**config.mk**
```make
export PLATFORM = sky130hd
export DESIGN_NAME = if_fetch
export DESIGN_NICKNAME = d
export VERILOG_FILES = /design/src/rtl/if_fetch.sv
export SDC_FILE = /design/constraint.sdc
export NUM_CORES = 1
export LEC_CHECK = 0
export ABC_AREA = 1
export CAP_MARGIN = 20
export CORE_UTILIZATION = 50
export CTS_BUF_LIST = sky130_fd_sc_hd__clkbuf_4 sky130_fd_sc_hd__clkbuf_8
export CTS_CLUSTER_SIZE = 8
export DETAILED_ROUTE_END_ITERATION = 10
export GPL_ROUTABILITY_DRIVEN = 0
export PLACE_DENSITY = 0.81
export SLEW_MARGIN = 20
export SYNTH_ARGS = -nofsm -noshare
export SYNTH_HDL_FRONTEND = slang
export SYNTH_SLANG_ARGS = --single-unit
```
**constraint.sdc**
```tcl
create_clock -name clk -period 4.2 [get_ports clk]
set_input_delay 0.42 -clock clk [delete_from_list [all_inputs] [get_ports clk]]
set_output_delay 0.42 -clock clk [all_outputs]
set_load 0.01 [all_outputs]
```
**src/rtl/if_fetch.sv**
```systemverilog
`default_nettype none
// ============================================================================
// Module   : if_fetch
// Brief    : Instruction fetch stage: credit-limited imem requests, PC-tagged
//            instruction FIFO with registered head, redirect flush/discard.
// Revision : 1.0
// ============================================================================
module if_fetch #(
    parameter logic [15:0] RESET_PC = 16'h0000,
    parameter int          DEPTH    = 2
) (
    input  logic        clk,
    input  logic        rst,
    output logic        imem_req,
    output logic [15:0] imem_addr,
    input  logic        imem_gnt,
    input  logic        imem_rvalid,
    input  logic [15:0] imem_rdata,
    input  logic        redirect,
    input  logic [15:0] redirect_pc,
    input  logic        id_ready,
    output logic [15:0] ins,
    output logic [15:0] ins_pc,
    output logic        ins_valid
);

    localparam int              CNT_W    = $clog2(DEPTH + 1);
    localparam int              PTR_W    = $clog2(DEPTH);
    localparam logic [PTR_W-1:0] LAST_PTR = PTR_W'(DEPTH - 1);
    localparam logic [CNT_W:0]  CREDITS  = (CNT_W + 1)'(DEPTH);

    logic [15:0]      fetch_pc_q, fetch_pc_d;
    logic [15:0]      resp_pc_q, resp_pc_d;
    logic [CNT_W-1:0] outstanding_q, outstanding_d;
    logic [CNT_W-1:0] discard_q, discard_d;
    logic [CNT_W-1:0] count_q, count_d;
    logic [PTR_W-1:0] rd_ptr_q, rd_ptr_d;
    logic [PTR_W-1:0] wr_ptr_q, wr_ptr_d;
    logic [31:0]      mem_q [DEPTH];
    logic [31:0]      mem_d [DEPTH];
    logic [15:0]      ins_q, ins_d;
    logic [15:0]      ins_pc_q, ins_pc_d;
    logic             ins_valid_q, ins_valid_d;

    logic             accept;
    logic             push;
    logic             pop;
    logic [CNT_W:0]   credit_used;

    function automatic logic [PTR_W-1:0] next_ptr(input logic [PTR_W-1:0] p);
        return (p == LAST_PTR) ? '0 : p + PTR_W'(1);
    endfunction

    // FIFO occupancy plus in-flight requests never exceeds DEPTH, so a
    // response always finds a free slot.
    assign credit_used = {1'b0, count_q} + {1'b0, outstanding_q};
    assign imem_req    = !rst && !redirect && (credit_used < CREDITS);
    assign imem_addr   = fetch_pc_q;
    assign accept      = imem_req && imem_gnt;
    assign pop         = ins_valid_q && id_ready;
    assign push        = imem_rvalid && (discard_q == '0) && !redirect;

    always_comb begin
        fetch_pc_d    = fetch_pc_q + 16'(accept);
        resp_pc_d     = resp_pc_q + 16'(push);
        outstanding_d = outstanding_q + CNT_W'(accept) - CNT_W'(imem_rvalid);
        discard_d     = discard_q;
        mem_d         = mem_q;
        wr_ptr_d      = wr_ptr_q;
        rd_ptr_d      = rd_ptr_q;
        count_d       = count_q + CNT_W'(push) - CNT_W'(pop);

        if (imem_rvalid && (discard_q != '0)) begin
            discard_d = discard_q - CNT_W'(1);
        end
        if (push) begin
            mem_d[wr_ptr_q] = {imem_rdata, resp_pc_q};
            wr_ptr_d        = next_ptr(wr_ptr_q);
        end
        if (pop) begin
            rd_ptr_d = next_ptr(rd_ptr_q);
        end

        // Every response still in flight after this cycle belongs to the old
        // stream and must be dropped.
        if (redirect) begin
            fetch_pc_d = redirect_pc;
            resp_pc_d  = redirect_pc;
            discard_d  = outstanding_d;
            count_d    = '0;
            rd_ptr_d   = wr_ptr_q;
            wr_ptr_d   = wr_ptr_q;
        end
    end

    always_comb begin
        ins_valid_d = (count_d != '0);
        ins_d       = ins_q;
        ins_pc_d    = ins_pc_q;
        if (count_d != '0) begin
            {ins_d, ins_pc_d} = mem_d[rd_ptr_d];
        end
    end

    always_ff @(posedge clk) begin
        if (rst) begin
            fetch_pc_q    <= RESET_PC;
            resp_pc_q     <= RESET_PC;
            outstanding_q <= '0;
            discard_q     <= '0;
            count_q       <= '0;
            rd_ptr_q      <= '0;
            wr_ptr_q      <= '0;
            for (int i = 0; i < DEPTH; i++) begin
                mem_q[i] <= '0;
            end
            ins_q         <= '0;
            ins_pc_q      <= '0;
            ins_valid_q   <= 1'b0;
        end else begin
            fetch_pc_q    <= fetch_pc_d;
            resp_pc_q     <= resp_pc_d;
            outstanding_q <= outstanding_d;
            discard_q     <= discard_d;
            count_q       <= count_d;
            rd_ptr_q      <= rd_ptr_d;
            wr_ptr_q      <= wr_ptr_d;
            mem_q         <= mem_d;
            ins_q         <= ins_d;
            ins_pc_q      <= ins_pc_d;
            ins_valid_q   <= ins_valid_d;
        end
    end

    assign ins       = ins_q;
    assign ins_pc    = ins_pc_q;
    assign ins_valid = ins_valid_q;

    a_no_overflow: assert property (@(posedge clk) disable iff (rst)
        !(imem_rvalid && (count_q == CNT_W'(DEPTH))));

endmodule
`default_nettype wire

```
==> flow_metrics.tcl, run 1 <==
set metrics [dict create \
    status "finished clean" \
    required_ns 4.58 \
    peakVddDrop_mv 0.2608 \
    htree_num_levels 4 \
    routed_via_density 4.927 \
    ys_ff_latch 137 \
    worstPathArrival_ns 3.14 \
    setup_ws_ns 1.439 \
    grt_setup_unrepaired "false" \
    cts_inserted_buffers 17 \
    crit_type "input port to flop" \
    skew_ns 0.01027 \
    cts.path.max_buffers 2 \
    ys_seq_area_share_pct 39.90 \
    clk-insertion-delay-late_ns 0.45 \
    layout_common_cells "338 x nand2_1, 160 x inv_1, 136 x dfxtp_1, 98 x nor2_1, 86 x clkdlybuf4s50_1" \
    endpoint_kind "flop" \
    cts_resized 0 \
    netlist.area_leader.share_pct 39.90 \
    antenna_found_initial 0 \
    track_usage_pct 23.05 \
    fillCellCount 1296 \
    row_count 42 \
    slew_viol_final 0 \
    rr_worst_depth 11 \
    grt_pass1_wl_um 26260 \
    p_int_mw 1.925 \
    yosys_warnings 0 \
    startpoint_type "input port" \
    synth_area_leaders "dfxtp_1 40%, nand2_1 18%, inv_1 8.7%" \
    p_comb_share_pct 15.2 \
    p_per_area_nw_per_um2 336.6 \
    core_area_um2 13350 \
    tightestPinTransition_ns 0.8216 \
    p_seq_share_pct 51.4 \
    cts_setup_buffers 0 \
    clock.fmax_ghz 0.3622 \
    first_pass_iters 5 \
    hpwl_um 10070 \
    grt-ovfl-total 0 \
    worstHoldPathCells 2 \
    synthCells 1050 \
    syn2layout_area_growth_pct 16.62 \
    fp.dieW_um 119.3 \
    cts.clk_slew.worst_paths_ns 0.07 \
    mostFrequentLayoutCell "nand2_1" \
    synthDistinctLibCells 34 \
    wl_per_cell_um 12.03 \
    drt_iter0_markers 506 \
    io_buffers 87 \
    antenna_cells 0 \
    drc_errors 0 \
    die_h_um 119.3 \
    dp_slack_ns 0.9971 \
    synth_top_cell_by_area "dfxtp_1" \
    relSlewSlack_pct 45.23 \
    ctsHoldBuffers 0 \
    finalHoldViolations 0 \
    placed_cells 1267 \
    cts_tree "yes" \
    antenna_left 0 \
    instances_no_fill 1294 \
    period_share_pct 65.74 \
    die_area_um2 14220 \
    routed_wl_um 15570 \
    crit_fanout 33 \
    setup_viol 0 \
    fin_nets 1158 \
    p_leak_nw 3.441 \
    drive_gt1_share_pct 7.066 \
    dr_total_vias 6375 \
    grt_pass1_vias 5628 \
    p_switching_mw 0.7737 \
    p_clk_share_pct 33.4 \
    max_cap_violations 0 \
    synth_nets 1098 \
    syn_avg_cell_area_um2 6.547 \
    post-route-min-period_ns 2.761 \
    cts_root_buffer "clkbuf_8" \
    initial_core_util_pct 51.50 \
    setup_tns_ns 0 \
    hp-class "input port to flop" \
    mappedNetlistArea_um2 6874 \
    cts_num_sinks 137 \
    grt_start_max_net_pins 68 \
    p_sw_share_pct 28.67 \
    ios 88 \
]
[final timing paths]
| kind | endpoint | slack [ns] | from |
|---|---|---|---|
| max reg2reg | ins_pc[4] | 1.48 | discard_q[1] |
| min reg2reg | ins[7] | 0.45 | ins[7] |
| max | imem_addr[14] | 1.44 | redirect |
| min | outstanding_q[0] | 0.39 | rst |
[cell families after synthesis]
family | share of synthesized area [%]
adder cells (fa/ha/maj) | 1.929
XOR/XNOR | 0.3823
buffers and inverters | 13.43
flip-flops | 39.90
AO/OA/AOI/OAI | 13.45
AND/OR/NAND/NOR | 30.91
[registers in the layout, indices dropped and copies added (netlist names)]
name and flops:
ins 16, wr_ptr_q 1, rd_ptr_q 1, mem_q 64, discard_q 2, resp_pc_q 16
count_q 2, ins_valid 1, outstanding_q 2, imem_addr 16, ins_pc 16
[cells in the mapped netlist, drive strengths merged]
cell,number
nand4,5
a21oi,47
ha,9
o211ai,1
dfxtp,137
buf,38
nor3,1
clkbuf,16
inv,162
o21bai,2
nand2,344
nand3,72
xnor2,2
a21o,3
xor2,1
o21ai,106
nor2,102
fa,1
a221oi,1
[power by group through the flow]
stage          registers (mW)  logic, mW  clock network (mW)
2_1_floorplan            1.41      0.293                   0
4_1_cts                  1.39      0.413               0.913
5_1_grt                  1.39      0.463               0.961
6_report                 1.39      0.410               0.902
3_3_place_gp             1.42      0.403                   0
3_5_place_dp             1.42      0.410                   0
[through the flow]
step	hold slack, ns	utilization [%]	instance area, µm²	total power, mW
after detailed placement	0.4380	57.77	7711	1.826
after global routing	0.3996	60.06	8016	2.816
after global placement	0.4363	57.77	7711	1.818
after floorplan	0.4469	-	6874	1.705
final	0.3886	60.06	8016	2.698
after CTS	0.3762	60.06	8016	2.712
[cell type report]
cell class                 count  area (µm²)  share of cell area [%]
clock inverter                 5       27.53                  0.3434
multi-input combinational    697        3208                   40.02
timing repair buffer          95       928.4                   11.58
tap                          176       220.2                   2.747
inverter                     162       610.6                   7.617
clock buffer                  22       277.8                   3.465
sequential                   137        2744                   34.23
[per-layer routing]
layer | share of wire, % | GRT usage (%) | vias up
met5 | 0 | 0 | -
met4 | 1.9 | 8.782 | 0
met3 | 5.1 | 5.987 | 28
met2 | 48 | 38.34 | 166
met1 | 45 | 28.42 | 2840
li1 | - | - | 3341
[worst max-delay path: stages]
cell and delay (ns):
clkdlybuf4s50_1 0.52, buf_4 0.31, inv_4 0.29, nand3_1 0.13, inv_1 0.08, nand2_1 0.08
inv_1 0.07, ha_1 0.18, ha_1 0.19, nand2_1 0.12, nor2_2 0.35, nand3_1 0.13
nand2_1 0.08, nand3_1 0.06, a21oi_1 0.13
Power figures use the tool's default switching activity.
==> run 2, diff against run 1 <==
--- a/config.mk
+++ b/config.mk
@@ -12,7 +12,7 @@
 export CTS_CLUSTER_SIZE = 8
 export DETAILED_ROUTE_END_ITERATION = 10
 export GPL_ROUTABILITY_DRIVEN = 0
-export PLACE_DENSITY = 0.81
+export PLACE_DENSITY = 0.84
 export SLEW_MARGIN = 20
 export SYNTH_ARGS = -nofsm -noshare
 export SYNTH_HDL_FRONTEND = slang
==> constraint.sdc (replaced) <==
create_clock -name clk -period 2.5 [get_ports clk]
set_input_delay 0.25 -clock clk [delete_from_list [all_inputs] [get_ports clk]]
set_output_delay 0.25 -clock clk [all_outputs]
set_load 0.01 [all_outputs]
==> flow_metrics.tcl, run 2 (synthesis results as in run 1) <==
set metrics [dict create \
    ff_latch_area_um2 2744 \
    tightestPinTransition_ns 0.5822 \
    cts_inserted_buffers 17 \
    p_sw_share_pct 27.56 \
    r2r_slack_ns 0.16 \
    status "finished clean" \
    wl_per_cell_um 12.18 \
    min_to "ins[14]" \
    period_share_pct 93.63 \
    grt_pass1_wl_um 26450 \
    fillCellCount 1228 \
    routed_via_density 4.913 \
    ios 88 \
    setup_viol 0 \
    drive_gt1_share_pct 8.400 \
    p_int_mw 3.622 \
    startpoint "outstanding_q[0]" \
    r2r_start "outstanding_q[0]" \
    first_pass_iters 7 \
    routed_wl_um 15920 \
    layout_common_cells "337 x nand2_1, 160 x inv_1, 136 x dfxtp_1, 97 x nor2_1, 86 x clkdlybuf4s50_1" \
    track_usage_pct 23.14 \
    required_ns 2.87 \
    p_per_area_nw_per_um2 604.0 \
    relSlewSlack_pct 61.18 \
    startpoint_type "flop" \
    r2r_end "imem_addr[6]" \
    row_count 42 \
    grt_setup_unrepaired "true" \
    cts.clk_slew.worst_paths_ns 0.07 \
    setup_tns_ns 0 \
    drc_errors 0 \
    cts_num_sinks 137 \
    cts_tree "yes" \
    place_area_um2 7826 \
    syn2layout_area_growth_pct 20.40 \
    stdcell_area_um2 8277 \
    largest_reg_flops 64 \
    finalHoldViolations 0 \
    min-delay-start "rst" \
    skew_ns 0.01360 \
    crit_fanout 5 \
    crit_type "flop to flop" \
    core_area_um2 13350 \
    placed_cells 1274 \
    ctsHoldBuffers 0 \
    instances_no_fill 1307 \
    p_switching_mw 1.378 \
    cts.path.max_buffers 2 \
    p_seq_share_pct 46.8 \
    regMostFlops "mem_q" \
    setup_ws_ns 0.1593 \
    post-route-min-period_ns 2.341 \
    mostFrequentLayoutCell "nand2_1" \
    grt_pass1_vias 5841 \
    max_cap_violations 0 \
    worstPathArrival_ns 2.71 \
    clk-insertion-delay-late_ns 0.45 \
    drt_iter0_markers 382 \
    worstHoldPathCells 4 \
    slew_viol_final 0 \
    initial_core_util_pct 51.50 \
    hp-class "input port to flop" \
    io_buffers 87 \
    multi_input_area_um2 3232 \
    grt-ovfl-total 0 \
    peakVddDrop_mv 0.5374 \
    antenna_cells 0 \
    antenna_left 0 \
    die_h_um 119.3 \
    p_clk_share_pct 38.8 \
    htree_num_levels 4 \
    fp.dieW_um 119.3 \
    rr_worst_depth 15 \
    cts_root_buffer "clkbuf_8" \
    antenna_found_initial 0 \
    dr_total_vias 6421 \
    fin_nets 1166 \
    dp_slack_ns -0.01488 \
    clock.fmax_ghz 0.4272 \
    hpwl_um 10390 \
    p_leak_nw 3.563 \
    die_area_um2 14220 \
    p_comb_share_pct 14.5 \
    totalPowerFinal_mw 4.999 \
    grt_start_max_net_pins 55 \
    endpoint_kind "flop" \
]
## run 2: cell count changes in the layout (fill, tap and decap cells not counted), moves of 2 or more
cell / before / now
bufinv_16: 0 / 3
buf_4: 9 / 11
clkbuf_4: 4 / 1
clkbuf_8: 18 / 20
clkinv_4: 0 / 2
buf_12: 0 / 5
## run 2: cell type report
class                   count  area share [%]
multi-input cells         698           39.05
flip-flops and latches    137           33.15
clock inverters            11           1.738
clock buffers              21           3.416
well taps                 176           2.661
repair buffers            102           12.61
inverters                 162           7.377
## run 2: what timing repair did
item / CTS / global route
resized for setup: 1 / 4
cloned: 0 / 1
setup endpoints to repair: 4 / 8
pin swaps: 0 / 1
buffers inserted: 0 / 0
## run 2: how the worst max path moves through the flow
stage                     slack, ns       endpoint  cells past startpoint
final                          0.16   imem_addr[6]                     15
after detailed placement      -0.01  imem_addr[14]                     16
after floorplan                0.21  imem_addr[12]                     16
after CTS                      0.07   imem_addr[6]                     15
after global routing          -0.03   imem_addr[6]                     15
after global placement         0.05         ins[5]                     14
## run 2: power groups by stage
stage	Sequential (mW)	Clock (mW)	Combinational (mW)
final	2.34	1.94	0.723
after global routing	2.35	2.07	0.810
after CTS	2.34	1.97	0.727
after detailed placement	2.39	0	0.723
after global placement	2.39	0	0.710
after floorplan	2.37	0	0.492
## run 2: routing by layer
metal | global-route usage (%) | up-vias | part of all wire, %
met1 | 28.29 | 2902 | 45
met5 | 0 | - | 0
met2 | 39.79 | 136 | 49
li1 | - | 3359 | -
met4 | 8.228 | 0 | 1.5
met3 | 5.077 | 24 | 4.3
## run 2: stage by stage
step / hold WS [ns] / utilization, %
floorplan: 0.4109 / -
global placement: 0.4370 / 58.63
detailed placement: 0.4386 / 58.63
CTS: 0.08247 / 61.87
global route: 0.1090 / 62.01
finish: 0.1013 / 62.01
## run 2: worst max-delay path, stage by stage, from the launching register on
cell	delay (ns)
dfxtp_1	0.34
nand2_1	0.05
inv_1	0.06
fa_1	0.41
nor2_1	0.11
nand3_1	0.07
inv_1	0.07
nand2_1	0.07
inv_1	0.06
ha_1	0.18
ha_2	0.23
nand2_4	0.09
nor2_4	0.17
xor2_1	0.17
nand2_1	0.08
a21oi_1	0.12
==> run 3, diff against run 2 <==
--- a/config.mk
+++ b/config.mk
@@ -12,6 +12,7 @@
 export CTS_CLUSTER_SIZE = 8
 export DETAILED_ROUTE_END_ITERATION = 10
 export GPL_ROUTABILITY_DRIVEN = 0
+export HOLD_SLACK_MARGIN = 0.03
 export PLACE_DENSITY = 0.84
 export SLEW_MARGIN = 20
 export SYNTH_ARGS = -nofsm -noshare
==> results of run 3 <==
The final DEF is identical to that of run 2; final timing and power are the same.
